## src/rtl/vga_timing_gen_if.sv

```systemverilog
// Raster timing bundle from the timing generator to the pixel generator.
interface vga_timing_gen_if #(
  parameter int CNT_W   = 10,
  parameter int FRAME_W = 8
);
  logic               hsync;
  logic               vsync;
  logic               de;
  logic [CNT_W-1:0]   x;
  logic [CNT_W-1:0]   y;
  logic               line_start;
  logic               frame_start;
  logic [FRAME_W-1:0] frame_count;

  modport master (output hsync, vsync, de, x, y, line_start, frame_start, frame_count);
  modport slave  (input  hsync, vsync, de, x, y, line_start, frame_start, frame_count);
endinterface

```

## src/rtl/vga_timing_gen.sv

```systemverilog
// Parametrised VGA raster timing generator: h/v counters, registered region
// decode, and a uniform output delay line of 1+PIPE_DLY stages.
module vga_timing_gen #(
  parameter int H_ACTIVE  = 640,
  parameter int H_FP      = 16,
  parameter int H_SYNC    = 96,
  parameter int H_BP      = 48,
  parameter int V_ACTIVE  = 480,
  parameter int V_FP      = 10,
  parameter int V_SYNC    = 2,
  parameter int V_BP      = 33,
  parameter bit HSYNC_POL = 1'b0,
  parameter bit VSYNC_POL = 1'b0,
  parameter int CNT_W     = 10,
  parameter int FRAME_W   = 8,
  parameter int PIPE_DLY  = 0
) (
  input  logic             pixel_clk,
  input  logic             reset,
  input  logic             run,
  vga_timing_gen_if.master vo
);
  localparam int H_TOT  = H_ACTIVE + H_FP + H_SYNC + H_BP;
  localparam int V_TOT  = V_ACTIVE + V_FP + V_SYNC + V_BP;
  localparam int HS_BEG = H_ACTIVE + H_FP;
  localparam int HS_END = HS_BEG + H_SYNC;
  localparam int VS_BEG = V_ACTIVE + V_FP;
  localparam int VS_END = VS_BEG + V_SYNC;
  localparam logic [CNT_W-1:0] H_LAST = CNT_W'(H_TOT - 1);
  localparam logic [CNT_W-1:0] V_LAST = CNT_W'(V_TOT - 1);

  if ((H_TOT - 1) > ((1 << CNT_W) - 1) || (V_TOT - 1) > ((1 << CNT_W) - 1) ||
      PIPE_DLY < 0 || PIPE_DLY > 4) begin : g_bad_cfg
    $error("vga_timing_gen: counter width too small or PIPE_DLY out of 0..4");
  end

  typedef struct packed {
    logic               hsync;
    logic               vsync;
    logic               de;
    logic [CNT_W-1:0]   x;
    logic [CNT_W-1:0]   y;
    logic               line_start;
    logic               frame_start;
    logic [FRAME_W-1:0] frame_count;
  } vout_t;

  localparam vout_t IDLE = '{hsync: ~HSYNC_POL, vsync: ~VSYNC_POL, de: 1'b0,
                             x: '0, y: '0, line_start: 1'b0, frame_start: 1'b0,
                             frame_count: '0};

  logic [CNT_W-1:0]   h_q, h_d, v_q, v_d;
  logic [FRAME_W-1:0] fc_q, fc_d;
  vout_t              st_d;
  vout_t [PIPE_DLY:0] st_q;
  int unsigned        h_i, v_i;

  assign h_i = 32'(h_q);
  assign v_i = 32'(v_q);

  always_comb begin
    h_d  = h_q;
    v_d  = v_q;
    fc_d = fc_q;
    st_d = IDLE;
    // frame_count is carried through even when idle so a stop never zeroes it
    st_d.frame_count = fc_q;
    if (!run) begin
      h_d = '0;
      v_d = '0;
    end else begin
      st_d.hsync       = (h_i >= HS_BEG && h_i < HS_END) ? HSYNC_POL : ~HSYNC_POL;
      st_d.vsync       = (v_i >= VS_BEG && v_i < VS_END) ? VSYNC_POL : ~VSYNC_POL;
      st_d.de          = (h_i < H_ACTIVE) && (v_i < V_ACTIVE);
      st_d.x           = h_q;
      st_d.y           = v_q;
      st_d.line_start  = (h_q == '0);
      st_d.frame_start = (h_q == '0) && (v_q == '0);
      if (h_q == H_LAST) begin
        h_d = '0;
        if (v_q == V_LAST) begin
          v_d  = '0;
          fc_d = fc_q + 1'b1;
        end else begin
          v_d = v_q + 1'b1;
        end
      end else begin
        h_d = h_q + 1'b1;
      end
    end
  end

  always_ff @(posedge pixel_clk or posedge reset) begin
    if (reset) begin
      h_q  <= '0;
      v_q  <= '0;
      fc_q <= '0;
      st_q <= {(PIPE_DLY+1){IDLE}};
    end else begin
      h_q     <= h_d;
      v_q     <= v_d;
      fc_q    <= fc_d;
      st_q[0] <= st_d;
      for (int i = 1; i <= PIPE_DLY; i++) st_q[i] <= st_q[i-1];
    end
  end

  assign vo.hsync       = st_q[PIPE_DLY].hsync;
  assign vo.vsync       = st_q[PIPE_DLY].vsync;
  assign vo.de          = st_q[PIPE_DLY].de;
  assign vo.x           = st_q[PIPE_DLY].x;
  assign vo.y           = st_q[PIPE_DLY].y;
  assign vo.line_start  = st_q[PIPE_DLY].line_start;
  assign vo.frame_start = st_q[PIPE_DLY].frame_start;
  assign vo.frame_count = st_q[PIPE_DLY].frame_count;
endmodule

```

## src/flat_wrapper.sv

```systemverilog
// flat-port wrapper written by rule: the top's interface ports become plain ports
module vga_timing_gen_flat 
#(
  parameter int H_ACTIVE  = 640,
  parameter int H_FP      = 16,
  parameter int H_SYNC    = 96,
  parameter int H_BP      = 48,
  parameter int V_ACTIVE  = 480,
  parameter int V_FP      = 10,
  parameter int V_SYNC    = 2,
  parameter int V_BP      = 33,
  parameter bit HSYNC_POL = 1'b0,
  parameter bit VSYNC_POL = 1'b0,
  parameter int CNT_W     = 10,
  parameter int FRAME_W   = 8,
  parameter int PIPE_DLY  = 0
)
  (pixel_clk, reset, run, vo_hsync, vo_vsync, vo_de, vo_x, vo_y, vo_line_start, vo_frame_start, vo_frame_count);
  vga_timing_gen_if #(.CNT_W(CNT_W), .FRAME_W(FRAME_W)) vo_i ();
  input  logic pixel_clk;
  input  logic reset;
  input  logic run;
  output wire logic [$bits(vo_i.hsync)-1:0] vo_hsync;
  output wire logic [$bits(vo_i.vsync)-1:0] vo_vsync;
  output wire logic [$bits(vo_i.de)-1:0] vo_de;
  output wire logic [$bits(vo_i.x)-1:0] vo_x;
  output wire logic [$bits(vo_i.y)-1:0] vo_y;
  output wire logic [$bits(vo_i.line_start)-1:0] vo_line_start;
  output wire logic [$bits(vo_i.frame_start)-1:0] vo_frame_start;
  output wire logic [$bits(vo_i.frame_count)-1:0] vo_frame_count;
  assign vo_hsync = vo_i.hsync;
  assign vo_vsync = vo_i.vsync;
  assign vo_de = vo_i.de;
  assign vo_x = vo_i.x;
  assign vo_y = vo_i.y;
  assign vo_line_start = vo_i.line_start;
  assign vo_frame_start = vo_i.frame_start;
  assign vo_frame_count = vo_i.frame_count;
  vga_timing_gen #(.H_ACTIVE(H_ACTIVE), .H_FP(H_FP), .H_SYNC(H_SYNC), .H_BP(H_BP), .V_ACTIVE(V_ACTIVE), .V_FP(V_FP), .V_SYNC(V_SYNC), .V_BP(V_BP), .HSYNC_POL(HSYNC_POL), .VSYNC_POL(VSYNC_POL), .CNT_W(CNT_W), .FRAME_W(FRAME_W), .PIPE_DLY(PIPE_DLY)) u_core (.pixel_clk(pixel_clk), .reset(reset), .run(run), .vo(vo_i));
endmodule
```

## config.mk

```make
export PLATFORM = sky130hd
export DESIGN_NAME = vga_timing_gen_flat
export DESIGN_NICKNAME = d
export VERILOG_FILES = /design/src/rtl/vga_timing_gen_if.sv /design/src/rtl/vga_timing_gen.sv /design/src/flat_wrapper.sv
export SDC_FILE = /design/constraint.sdc
export NUM_CORES = 1
export LEC_CHECK = 0
export ABC_AREA = 1
export CAP_MARGIN = 5
export CORE_ASPECT_RATIO = 0.7
export CORE_MARGIN = 8
export CORE_UTILIZATION = 55
export DETAILED_ROUTE_END_ITERATION = 10
export GPL_ROUTABILITY_DRIVEN = 0
export PLACE_DENSITY = 0.77
export SETUP_SLACK_MARGIN = 0.4
export SYNTH_ARGS = -nofsm -noshare
export SYNTH_HDL_FRONTEND = slang
export SYNTH_SLANG_ARGS = --single-unit
```

## constraint.sdc

```tcl
create_clock -name pixel_clk -period 2.4 [get_ports pixel_clk]
set_input_delay 0.36 -clock pixel_clk [delete_from_list [all_inputs] [get_ports pixel_clk]]
set_output_delay 0.36 -clock pixel_clk [all_outputs]
set_load 0.02 [all_outputs]
```

## After elaboration in Yosys (flattened, before gate mapping)

Index checks and enable logic that the tools add are counted.

- $add $sub $neg: 3
- Order comparisons: 6
- Eq/ne operators: 3
- Mux-type cells: 8
- Reduce and logical (&&, ||, !) cells: 7

Operators by type and width:

| kind | count |
|---|---|
| $mux 10 | 5 |
| $mux 25 | 1 |
| $add 10x1->10 const B | 2 |
| $eq 10x10->1 const B | 2 |
| $logic_not 10->1 | 2 |
| $lt 10x10->1 const B | 2 |
| $lt 10x9->1 const B | 2 |
| $ge 10x10->1 const B | 1 |
| $ge 10x9->1 const B | 1 |
| $add 8x1->8 const B | 1 |
| $logic_and 1x1->1 | 4 |
| $reduce_and 3->1 | 1 |
| $mux 1 | 2 |
| $ne 2x1->1 const B | 1 |

- Register bits: 61
- Input port bits: 3
- Output and inout bits: 33
- Logic and storage cells: 38

## Depth between registers and ports, before layout

- Depth in word-level cells: 4
- Mapped depth: 9
- Depth with buffers taken out: 9

## Least setup slack after synthesis

No wires, ideal clock.

- Kind: reg-to-reg
- From: register u_core.h_q[0]
- To: register u_core.v_q[2]
- Library setup time: 0.122 ns
- Arrival time: 1.280 ns
- Required time: 2.278 ns
- Path slack: 0.998 ns
- Stages on the path, launching flop included: 10
- Buffers on the path: 1
- Clock period less this slack: 1.402 ns
- Cells stage by stage: dfrtp_1 ha_1 nand2_2 nor2_4 nand4_2 nand2_2 inv_2 buf_6 nand2_1 o21ai_1

- Cells in the longest elaborated chain, start to end: 2

Ends and longest elaborated chain:

| what | RTL line | source |
|---|---|---|
| from (decl) | vga_timing_gen.sv:52 | `logic [CNT_W-1:0] h_q, h_d, v_q, v_d;` |
| from (signal assigned) | vga_timing_gen.sv:95 | `h_q <= '0;` |
| from (signal assigned) | vga_timing_gen.sv:100 | `h_q <= h_d;` |
| $eq 10x10->1 | vga_timing_gen.sv:79 | `if (h_q == H_LAST) begin` |
| $ne 2x1->1 (no line) | -- |  |
| to (signal assigned) | vga_timing_gen.sv:101 | `v_q <= v_d;` |
| to (decl) | vga_timing_gen.sv:52 |  |

Every way passes these cells.
A chain may end at the register's enable or synchronous reset.

## Worst setup path in the final report

- From: register u_core.st_q (netlist bit u_core.vo.vsync)
- To: output port vo_vsync

RTL lines:

| what | RTL line | source |
|---|---|---|
| from (decl) | vga_timing_gen.sv:55 | `vout_t [PIPE_DLY:0] st_q;` |
| from (signal assigned) | vga_timing_gen.sv:98 | `st_q <= {(PIPE_DLY+1){IDLE}};` |
| to (decl) | flat_wrapper.sv:24 | `output wire logic [$bits(vo_i.vsync)-1:0] vo_vsync;` |

No word-level cell between the ends.

==> out/metrics.cfg <==
[sta]
maxClockFrequency_mhz=553
skew_ns=0.00501
number_of_pins_with_negative_max_slew_slack_in_the_final_report=0
tns_ns=0
finalHoldViolations=0
timing.hold.ws_ns=0.361
final.min_clock_period_ns=1.81
grt_setup_unrepaired=no
max_slew_margin=0.678
tightest_slew_ns=0.483
layout_worst_path_cycle_share=0.754
setup_viol=0

[global_routing]
antenna_found_initial=0
grt_max_degree=40
grt_pass1_wl_mm=10.4
globalRouteOverflowTotal=0
globalRouteTotalUtil=0.172
vias_in_the_first_global_route=2191

[floorplanning]
die_area_um2=7750
placeableCoreArea_um2=5090
chipWidth_um=102
ios=36
initial_core_utilization=0.557
fp.dieH_um=76.1
std_cell_rows=22

[critical_path]
cp_num_buf_inv=1
path_cells=clkdlybuf4s50_1
timing.critical_path.slowest_cell_delay_ns=0.60
required_time_of_the_critical_path_ns=2.04
timing.critical_path.arrival_ns=1.45
critical_path.startpoint_type=flop
rr_worst_depth=8
timing.critical_path.fanout_max=1
setup_crit_path_kind=flop to primary output
path_depth=1
critical_path.top_delay_family=buffers and inverters
setup.worst_path.end_class=primary output
timing.critical_path.slowest_stage_cell=sky130_fd_sc_hd__clkdlybuf4s50_1

[detailed_routing]
detailedRoute.firstIterationViolations=149
routed_via_count=2257
drc=0
wl_mm=5.86
post_drt_via_cell_ratio=4.98
detail_route.first_pass.iterations=4
detail-route-antenna-nets=0
drt-wirelength-per-cell_um=12.9

[cts]
cts_tree=yes
post_cts.repair.setup_buffers=0
cts-buffers-inserted=9
ctsRootBufferMaster=sky130_fd_sc_hd__clkbuf_8
clkLatencyLatePin_ns=0.34
cts.reportedPaths.clkPinSlew_ns=0.06
cts_buffer_depth=2
cts_sinks=61
cts-resized-gates=0
ctsHtreeMaxLevel=3
cts-hold-fix-buffers=0

[flow_run]
maxCapViolations=0

[yosys]
synth.ff_latch_count=61
synth_cells=333
yosys_most_used_dff=sky130_fd_sc_hd__dfrtp_1
yosysTopAreaCell=sky130_fd_sc_hd__dfrtp_1
syn_nets=341
postSynthAreaPerCell_um2=8.51
synth_seq_area_share=0.539
ys_warn_count=0
synth_enable_flop_cells=0
synth.distinct_cells=30
mappedNetlistArea_um2=2840
post_synth_main_area_contributors=sky130_fd_sc_hd__dfrtp_1, sky130_fd_sc_hd__nand2_1, sky130_fd_sc_hd__inv_1
async_sr_flop_fraction=1.00
synthDominantCellAreaShare=0.521

[power_and_ir_drop]
max-vdd-ir-drop_uv=554
p_leak_nw=1.96
p_per_area_nw_per_um2=648

[worst_hold_path]
min_path_type=primary input to asynchronous set/reset pin

[finish]
antenna_cells=0
num-nets-final=384
flow.area_growth_from_synthesis_pct=24.7
post_route_cells_drive_above_1_share=0.0919
postLayoutCellArea_um2=3540

[placed_design]
io_buffers=35
placed_cell_area_um2=3280
dp_hpwl_mm=4.14

[status]
run_status=finished clean

[logic make-up after synthesis]
group,after synthesis,synth area share
AOI/OAI and AO/OA,16,0.0304
adders and majority gates,5,0.0221
and+or+nand+nor,177,0.296
buffers and inverters,68,0.0940
xor gates and xnor gates,6,0.0185
DFF,61,0.539
[cell usage after synthesis (4+ instances only)]
library cell / number
sky130_fd_sc_hd__dfrtp_1: 59
sky130_fd_sc_hd__ha_1: 5
sky130_fd_sc_hd__inv_1: 60
sky130_fd_sc_hd__nand2_1: 92
sky130_fd_sc_hd__nand3_1: 26
sky130_fd_sc_hd__nand4_1: 13
sky130_fd_sc_hd__nor2_1: 26
sky130_fd_sc_hd__nor3_1: 4
sky130_fd_sc_hd__o21ai_0: 7
sky130_fd_sc_hd__o21ai_1: 4
sky130_fd_sc_hd__xor2_1: 4
[worst register-to-register path, stage by stage, from the launching register on]
cell	delay, ns
sky130_fd_sc_hd__dfrtp_1	0.42
sky130_fd_sc_hd__ha_1	0.21
sky130_fd_sc_hd__nand2_2	0.08
sky130_fd_sc_hd__nor2_4	0.16
sky130_fd_sc_hd__nand4_2	0.20
sky130_fd_sc_hd__nand2_2	0.16
sky130_fd_sc_hd__inv_2	0.15
sky130_fd_sc_hd__nand2_1	0.08
sky130_fd_sc_hd__o21ai_0	0.08
[routing by layer]
layer | vias up | wire length, µm | share of wire | track usage
met1 | 1066 | 2700 | 0.46 | 0.227
li1 | 1116 | - | - | -
met5 | - | 0 | 0 | 0
met2 | 66 | 2630 | 0.45 | 0.243
met4 | 0 | 105 | 0.018 | 0.0599
met3 | 9 | 416 | 0.071 | 0.0748
[power by group]
group / internal [mW] / switching [mW] / total (mW) / leakage, nW
registers: 1.04 / 0.00789 / 1.05 / 0.837
clock network: 0.775 / 0.382 / 1.16 / 0.130
logic: 0.0293 / 0.0589 / 0.0882 / 0.989
total: 1.84 / 0.449 / 2.29 / 1.96
[cell usage in the layout (no fill, tap or decap)]
| master | n |
|---|---|
| sky130_fd_sc_hd__nor3b_1 | 1 |
| sky130_fd_sc_hd__o2111ai_1 | 1 |
| sky130_fd_sc_hd__nand2_2 | 3 |
| sky130_fd_sc_hd__xor2_1 | 4 |
| sky130_fd_sc_hd__nand4_2 | 1 |
| sky130_fd_sc_hd__clkbuf_1 | 1 |
| sky130_fd_sc_hd__o21bai_1 | 1 |
| sky130_fd_sc_hd__nor3_1 | 4 |
| sky130_fd_sc_hd__nor2_2 | 1 |
| sky130_fd_sc_hd__dfrtp_1 | 59 |
| sky130_fd_sc_hd__nor2_8 | 1 |
| sky130_fd_sc_hd__dfstp_2 | 2 |
| sky130_fd_sc_hd__bufinv_16 | 3 |
| sky130_fd_sc_hd__clkdlybuf4s50_1 | 35 |
| sky130_fd_sc_hd__nor2_1 | 26 |
| sky130_fd_sc_hd__xnor2_1 | 2 |
| sky130_fd_sc_hd__inv_1 | 59 |
| sky130_fd_sc_hd__nor4_1 | 1 |
| sky130_fd_sc_hd__nand3b_1 | 2 |
| sky130_fd_sc_hd__nor2_4 | 3 |
| sky130_fd_sc_hd__nand2_4 | 2 |
| sky130_fd_sc_hd__nand3_1 | 26 |
| sky130_fd_sc_hd__nand2_1 | 92 |
| sky130_fd_sc_hd__nand4_4 | 1 |
| sky130_fd_sc_hd__o21ai_1 | 4 |
| sky130_fd_sc_hd__buf_12 | 1 |
| sky130_fd_sc_hd__nand4_1 | 13 |
| sky130_fd_sc_hd__ha_1 | 5 |
| sky130_fd_sc_hd__inv_2 | 3 |
| sky130_fd_sc_hd__clkbuf_8 | 12 |
| sky130_fd_sc_hd__a21oi_1 | 3 |
| sky130_fd_sc_hd__buf_4 | 2 |
| sky130_fd_sc_hd__o21ai_0 | 7 |
[sequential cells by signal (all words and copies together) (netlist names)]
register / cells
u_core.vo.hsync: 1
u_core.fc_q: 8
u_core.vo.y: 10
u_core.vo.frame_count: 8
u_core.h_q: 10
u_core.vo.vsync: 1
u_core.vo.line_start: 1
u_core.vo.x: 10
u_core.v_q: 10
u_core.vo.de: 1
u_core.vo.frame_start: 1
[through the flow]
step	setup WS [ns]	power, mW	utilization	std cells
after floorplan	0.530	1.12	-	333
after global placement	0.516	1.15	0.643	437
after detailed placement	0.445	1.15	0.643	437
after CTS	0.563	2.33	0.694	453
after global routing	0.541	2.39	0.694	453
final	0.591	2.29	0.694	453
[layout make-up]
class                           instances  area (µm²)
Clock buffer                           13         169
Timing Repair Buffer                   38         385
Multi-Input combinational cell        204        1040
Inverter                               62         233
Tap cell                               72        90.1
Sequential cell                        61        1530
Fill cell                             406        1560
Clock inverter                          3        90.1
[path summary, 6_finish.rpt]
path | from | slack [ns] | endpoint
setup reg to reg | u_core.h_q[0] | 0.73 | u_core.v_q[8]
hold reg to reg | u_core.fc_q[7] | 0.45 | u_core.vo.frame_count[7]
setup / recovery | u_core.vo.vsync | 0.59 | vo_vsync
max in group asynchronous | reset | 1.41 | u_core.vo.vsync
min in group pixel_clk | u_core.fc_q[7] | 0.45 | u_core.vo.frame_count[7]
hold / removal | reset | 0.36 | u_core.vo.x[4]
Power figures use the tool's default switching activity.
==> variant 1 (same flow settings) <==
Take the reset off `h_q` and load it in a clocked block of its own.
--- a/src/rtl/vga_timing_gen.sv
+++ b/src/rtl/vga_timing_gen.sv
@@ -92,17 +92,19 @@
 
   always_ff @(posedge pixel_clk or posedge reset) begin
     if (reset) begin
-      h_q  <= '0;
       v_q  <= '0;
       fc_q <= '0;
       st_q <= {(PIPE_DLY+1){IDLE}};
     end else begin
-      h_q     <= h_d;
       v_q     <= v_d;
       fc_q    <= fc_d;
       st_q[0] <= st_d;
       for (int i = 1; i <= PIPE_DLY; i++) st_q[i] <= st_q[i-1];
     end
+  end
+
+  always_ff @(posedge pixel_clk) begin
+    h_q <= h_d;
   end
 
   assign vo.hsync       = st_q[PIPE_DLY].hsync;
Formal check against the unedited RTL: not equivalent (a bounded check fails within 4 cycles, from zero or initial values and one cycle with reset high).
==> variant 1 against the unedited design <==
- register-to-register slack got worse by 0.08 ns
- synthesized area decreased by 2.3%
- final area decreased by 4.2%
- sequential cell count unchanged
- worst setup slack got worse by 0.024 ns
- total power decreased by 12%
- combinational power decreased by 6.8%
- final cell count increased by 1.5%
- non-clock buffer count unchanged
- hold slack about the same
- wire length increased by 0.51%
- sequential power about the same
- critical endpoint unchanged
- largest cell class unchanged
- largest power group is now sequential cells
==> variant 1: results (changes against the unedited design) <==
| Metric | Value |
|---|---|
| Status | `completed` |
| Reg-to-reg slack, setup | `0.65 ns (-0.08 ns)` |
| Routed len/inst | `12.8 um (-1.0%)` |
| Largest net degree at the start of global routing | `31 (-23%)` |
| Fraction of layout cells with a size suffix above 1 | `0.0767 (-0.0151)` |
| Port Buffers | `35 (unchanged)` |
| Met3 Use GR | `0.0648 (-0.0100)` |
| Vias in the first global route | `2176 (-0.68%)` |
| Syn_nets | `354 (+3.8%)` |
| Clock root buffer | `clkbuf_8` |
| Family with the most delay on the worst path | `buffers and inverters` |
| Synth top area cells | `dfrtp_1 44%, nand2_1 14%, dfxtp_1 7.2%` |
| Nets | `394 (+2.6%)` |
| Post-DP HPWL | `4270 um (+3.3%)` |
| Clock Latency Late Sink | `0.35 ns` |
| Finished Layout Cells | `460 (+1.5%)` |
| Fraction of registers with async set/reset | `0.836 (-0.164)` |
| Seq/Total Area, Yosys | `0.534 (-0.00564)` |
| Synth Flop Type | `dfrtp_1` |
| Hold Crit Class | `in2async` |
| Post CTS Setup Buffer Count | `0 (unchanged)` |
| Reg2reg start | `u_core.v_q[0]$_DFFE_PP0P_` |
| Register clock-pin slew on the reported worst setup and hold paths | `0.07 ns` |
| CP max stage delay | `0.60 ns (about the same)` |
| H-tree levels | `3 (unchanged)` |
| Met2 Track Usage GR | `0.273 (+0.0299)` |
| Placed Cells | `444 (+1.6%)` |
| Tot GR Track Use | `0.173 (+0.00120)` |
| DR iter-0 viols | `101 (-32%)` |
| Reg-to-reg endpoint | `u_core.fc_q[7]$_DFFE_PP0P_` |
| Bufs on Longest Clock Path | `2 (unchanged)` |
| Yosys cell types | `28 (-6.7%)` |
| First-pass GRT wire length | `10100 um (-3.1%)` |
| Max IR drop VDD | `0.456 mV (-18%)` |
| Sw Share | `0.236 (+0.0403)` |
| Post-CTS sizing | `0 (unchanged)` |
| Slew headroom | `0.637 (-0.0412)` |
| DR pass1 iterations | `4 (unchanged)` |
| Mapped Cells | `346 (+3.9%)` |
| CTS Buf Count | `9 (unchanged)` |
| Synth top cells by count | `101 x nand2_1, 53 x inv_1, 49 x dfrtp_1` |
| LEAKAGE | `1.75 nW (-10%)` |
| Ant. Diodes | `0 (unchanged)` |
| Setup Skew | `0.00910 ns (+0.00409 ns)` |
| Vias | `2302 (+2.0%)` |
| M1 GR Usage | `0.211 (-0.0158)` |
| Worst EP arrival | `1.47 ns (+0.02 ns)` |
| Reg2reg path depth | `8 (unchanged)` |
[variant 1: cell count changes in the layout (fill, tap and decap cells not counted), sizes merged, moves of 4 or more]
cell and change:
dfxtp +10, inv -7, nand3 +10, nand4 -9, dfrtp -10, clkbuf -4
nor2 +7, nand2 +6
[variant 1: area by class of cell]
type / instances / area, sq um
clock inverter: 7 / 75.1
timing repair buffer: 38 / 385
inverter: 55 / 206
tap: 69 / 86.3
clock buffer: 9 / 124
sequential: 61 / 1480
multi-input combinational: 221 / 1030
fill: 400 / 1420
[variant 1: cell families (layout without fill, tap and decap cells)]
family | count (synthesis) | count (layout) | share of synthesized area
AOI/OAI and AO/OA | 19 | 19 | 0.0379
xor gates and xnor gates | 6 | 6 | 0.0190
adders and majority gates | 5 | 5 | 0.0226
buffers and inverters | 64 | 109 | 0.0939
DFF | 61 | 61 | 0.534
and+or+nand+nor | 191 | 191 | 0.293
[variant 1: stage by stage]
stage | hold WS, ns | power, mW | utilization | cell area (sq um) | setup slack, ns
floorplan | 0.380 | 1.11 | - | 2770 | 0.814
global placement | 0.407 | 1.15 | 0.663 | 3190 | 0.622
detailed placement | 0.420 | 1.15 | 0.663 | 3190 | 0.551
CTS | 0.372 | 2.05 | 0.705 | 3390 | 0.544
global route | 0.413 | 2.10 | 0.705 | 3390 | 0.445
finish | 0.362 | 2.02 | 0.705 | 3390 | 0.567
[variant 1: how the worst max path moves through the flow]
stage | startpoint | end | slack (ns)
after CTS | u_core.vo.vsync$_DFF_PP1_ | vo_vsync | 0.54
after global routing | u_core.v_q[0]$_DFFE_PP0P_ | u_core.fc_q[0]$_DFFE_PP0P_ | 0.44
final | u_core.vo.vsync$_DFF_PP1_ | vo_vsync | 0.57
after floorplan | reset | u_core.fc_q[0]$_DFFE_PP0P_ | 0.81
after global placement | run | u_core.v_q[8]$_DFFE_PP0P_ | 0.62
after detailed placement | run | u_core.v_q[5]$_DFFE_PP0P_ | 0.55
[variant 1: per-layer routing]
metal  part of all wire  routed length, um
met3              0.083                488
met2               0.44               2620
met4              0.013                 78
met1               0.46               2700
met5                  0                  0
[variant 1: power by group through the flow]
| stage | sequential [mW] | clock [mW] | combinational (mW) |
|---|---|---|---|
| 6_report | 1.05 | 0.896 | 0.0822 |
| 5_1_grt | 1.05 | 0.960 | 0.0930 |
| 4_1_cts | 1.05 | 0.918 | 0.0846 |
| 3_5_place_dp | 1.06 | 0 | 0.0845 |
| 3_3_place_gp | 1.06 | 0 | 0.0820 |
| 2_1_floorplan | 1.07 | 0 | 0.0421 |
==> variant 2 (same settings) <==
Made on the original files. `FRAME_W` is set to 8 in 3 places; all go to 6.
--- a/src/rtl/vga_timing_gen_if.sv
+++ b/src/rtl/vga_timing_gen_if.sv
@@ -1,7 +1,7 @@
 // Raster timing bundle from the timing generator to the pixel generator.
 interface vga_timing_gen_if #(
   parameter int CNT_W   = 10,
-  parameter int FRAME_W = 8
+  parameter int FRAME_W = 6
 );
   logic               hsync;
   logic               vsync;
--- a/src/rtl/vga_timing_gen.sv
+++ b/src/rtl/vga_timing_gen.sv
@@ -12,7 +12,7 @@
   parameter bit HSYNC_POL = 1'b0,
   parameter bit VSYNC_POL = 1'b0,
   parameter int CNT_W     = 10,
-  parameter int FRAME_W   = 8,
+  parameter int FRAME_W   = 6,
   parameter int PIPE_DLY  = 0
 ) (
   input  logic             pixel_clk,
--- a/src/flat_wrapper.sv
+++ b/src/flat_wrapper.sv
@@ -12,7 +12,7 @@
   parameter bit HSYNC_POL = 1'b0,
   parameter bit VSYNC_POL = 1'b0,
   parameter int CNT_W     = 10,
-  parameter int FRAME_W   = 8,
+  parameter int FRAME_W   = 6,
   parameter int PIPE_DLY  = 0
 )
   (pixel_clk, reset, run, vo_hsync, vo_vsync, vo_de, vo_x, vo_y, vo_line_start, vo_frame_start, vo_frame_count);
Interface: changed (resized vo_frame_count); port bits go from 36 to 34. No check against the original RTL was run, so the function may have changed too.
==> variant 2 against the unedited design <==
- global-route usage is 0.50 points lower
- wire length is 5.3% lower
- worst setup slack better by 0.0021 ns
- total power is 14% lower
- count of clock-buffer cells in the layout is 2 lower
- synthesized area is 6.2% lower
- sequential share of layout area is 0.68 points higher
- sequential power is 6% lower
- clock power is 24% lower
- final area is 8.0% lower
- non-clock buffer count is 2 lower
- sequential cell count is 4 lower
- critical path type unchanged
==> variant 2: results (changes against the unedited design) <==
| Metric | Value |
|---|---|
| Synth Flop Type | `dfrtp_1` |
| Largest net degree at the start of global routing | `36 (-10%)` |
| FILL cells | `358 (-12%)` |
| Reg-to-reg slack, setup | `0.69 ns (-0.04 ns)` |
| Worst EP arrival | `1.45 ns (about the same)` |
| Tot GR Track Use | `0.167 (-0.00498)` |
| Routed len/inst | `13.4 um (+3.6%)` |
| Reg area | `1430 sq um (-6.5%)` |
| Drt via density | `5.09 (+2.1%)` |
| Vias | `2106 (-6.7%)` |
| Register clock-pin slew on the reported worst setup and hold paths | `0.06 ns (about the same)` |
| Ant. Diodes | `0 (unchanged)` |
| Post-synthesis mux area share | `0 (unchanged)` |
| Post-DP HPWL | `3960 um (-4.2%)` |
| Synth top cells by count | `80 x nand2_1, 55 x dfrtp_1, 52 x inv_1` |
| Reg2reg path depth | `9 (+1)` |
| Placed Cells | `398 (-8.9%)` |
| Placed Area | `3060 sq um (-6.7%)` |
| Hold slack | `0.290 ns (-0.0714 ns)` |
| Yosys cell types | `32 (+6.7%)` |
| Synth top area cells | `dfrtp_1 52%, nand2_1 11%, inv_1 7.3%` |
| Fraction of layout cells with a size suffix above 1 | `0.118 (+0.0258)` |
| Adder-Cell Fraction of Synth Area | `0.0235 (+0.00145)` |
| Worst Tran Pin Value | `0.477 ns (-0.00582 ns)` |
| Setup Skew | `0.00412 ns (-0.000886 ns)` |
| Syn_nets | `320 (-6.2%)` |
| Post CTS Setup Buffer Count | `0 (unchanged)` |
| Bufs on Longest Clock Path | `2 (unchanged)` |
| Status | `completed` |
| Synth warn | `0 (unchanged)` |
| DR pass1 iterations | `5 (+1)` |
| Nets | `360 (-6.3%)` |
| First-pass GRT wire length | `9460 um (-9.1%)` |
| Vias in the first global route | `1937 (-12%)` |
| Seq/Total Area, Yosys | `0.537 (-0.00212)` |
| Synth Area in Compound Gates | `0.0433 (+0.0128)` |
| DR iter-0 viols | `224 (+50%)` |
| Port Buffers | `33 (-5.7%)` |
| Reg2reg start | `u_core.v_q[1]$_DFFE_PP0P_` |
| LEAKAGE | `1.78 nW (-9.2%)` |
| Syn avg cell area | `8.53 sq um (+0.14%)` |
| Reg-to-reg endpoint | `u_core.fc_q[1]$_DFFE_PP0P_` |
| Slowest stage cell on the critical path | `clkdlybuf4s50_1` |
| XOR/XNOR share of the synthesized area | `0.0132 (-0.00536)` |
| Max IR drop VDD | `0.433 mV (-22%)` |
[variant 2: cell type report]
| type | instances | area share |
|---|---|---|
| sequential | 57 | 0.439 |
| multi-input combinational | 190 | 0.299 |
| timing repair buffer | 36 | 0.112 |
| inverter | 58 | 0.0669 |
| clock buffer | 11 | 0.0435 |
| tap | 57 | 0.0219 |
| clock inverter | 5 | 0.0169 |
[variant 2: layer usage]
layer | vias up | GRT usage | share of wire
met2 | 85 | 0.240 | 0.41
li1 | 1048 | - | -
met4 | 0 | 0.0718 | 0.013
met5 | - | 0 | 0
met3 | 6 | 0.0589 | 0.080
met1 | 967 | 0.223 | 0.49
[variant 2: logic make-up (layout without fill, tap and decap cells)]
family / count (synthesis) / in the layout
and+or+nand+nor: 161 / 161
xor gates and xnor gates: 4 / 4
adders and majority gates: 5 / 5
buffers and inverters: 65 / 110
DFF: 57 / 57
AOI/OAI and AO/OA: 20 / 20
[variant 2: how the worst max path moves through the flow]
stage | from | to | slack [ns] | cells after the start
after global placement | run | u_core.h_q[7]$_DFF_PP0_ | 0.75 | 4
after global routing | u_core.vo.vsync$_DFF_PP1_ | vo_vsync | 0.54 | 1
final | u_core.vo.vsync$_DFF_PP1_ | vo_vsync | 0.59 | 1
after CTS | u_core.vo.vsync$_DFF_PP1_ | vo_vsync | 0.57 | 1
after detailed placement | run | u_core.h_q[7]$_DFF_PP0_ | 0.69 | 4
after floorplan | reset | u_core.fc_q[0]$_DFFE_PP0P_ | 0.64 | 1
[variant 2: report_power, final]
part | internal (mW) | switching (mW)
clock network | 0.503 | 0.374
logic | 0.0362 | 0.0681
registers | 0.975 | 0.00957
total | 1.51 | 0.452
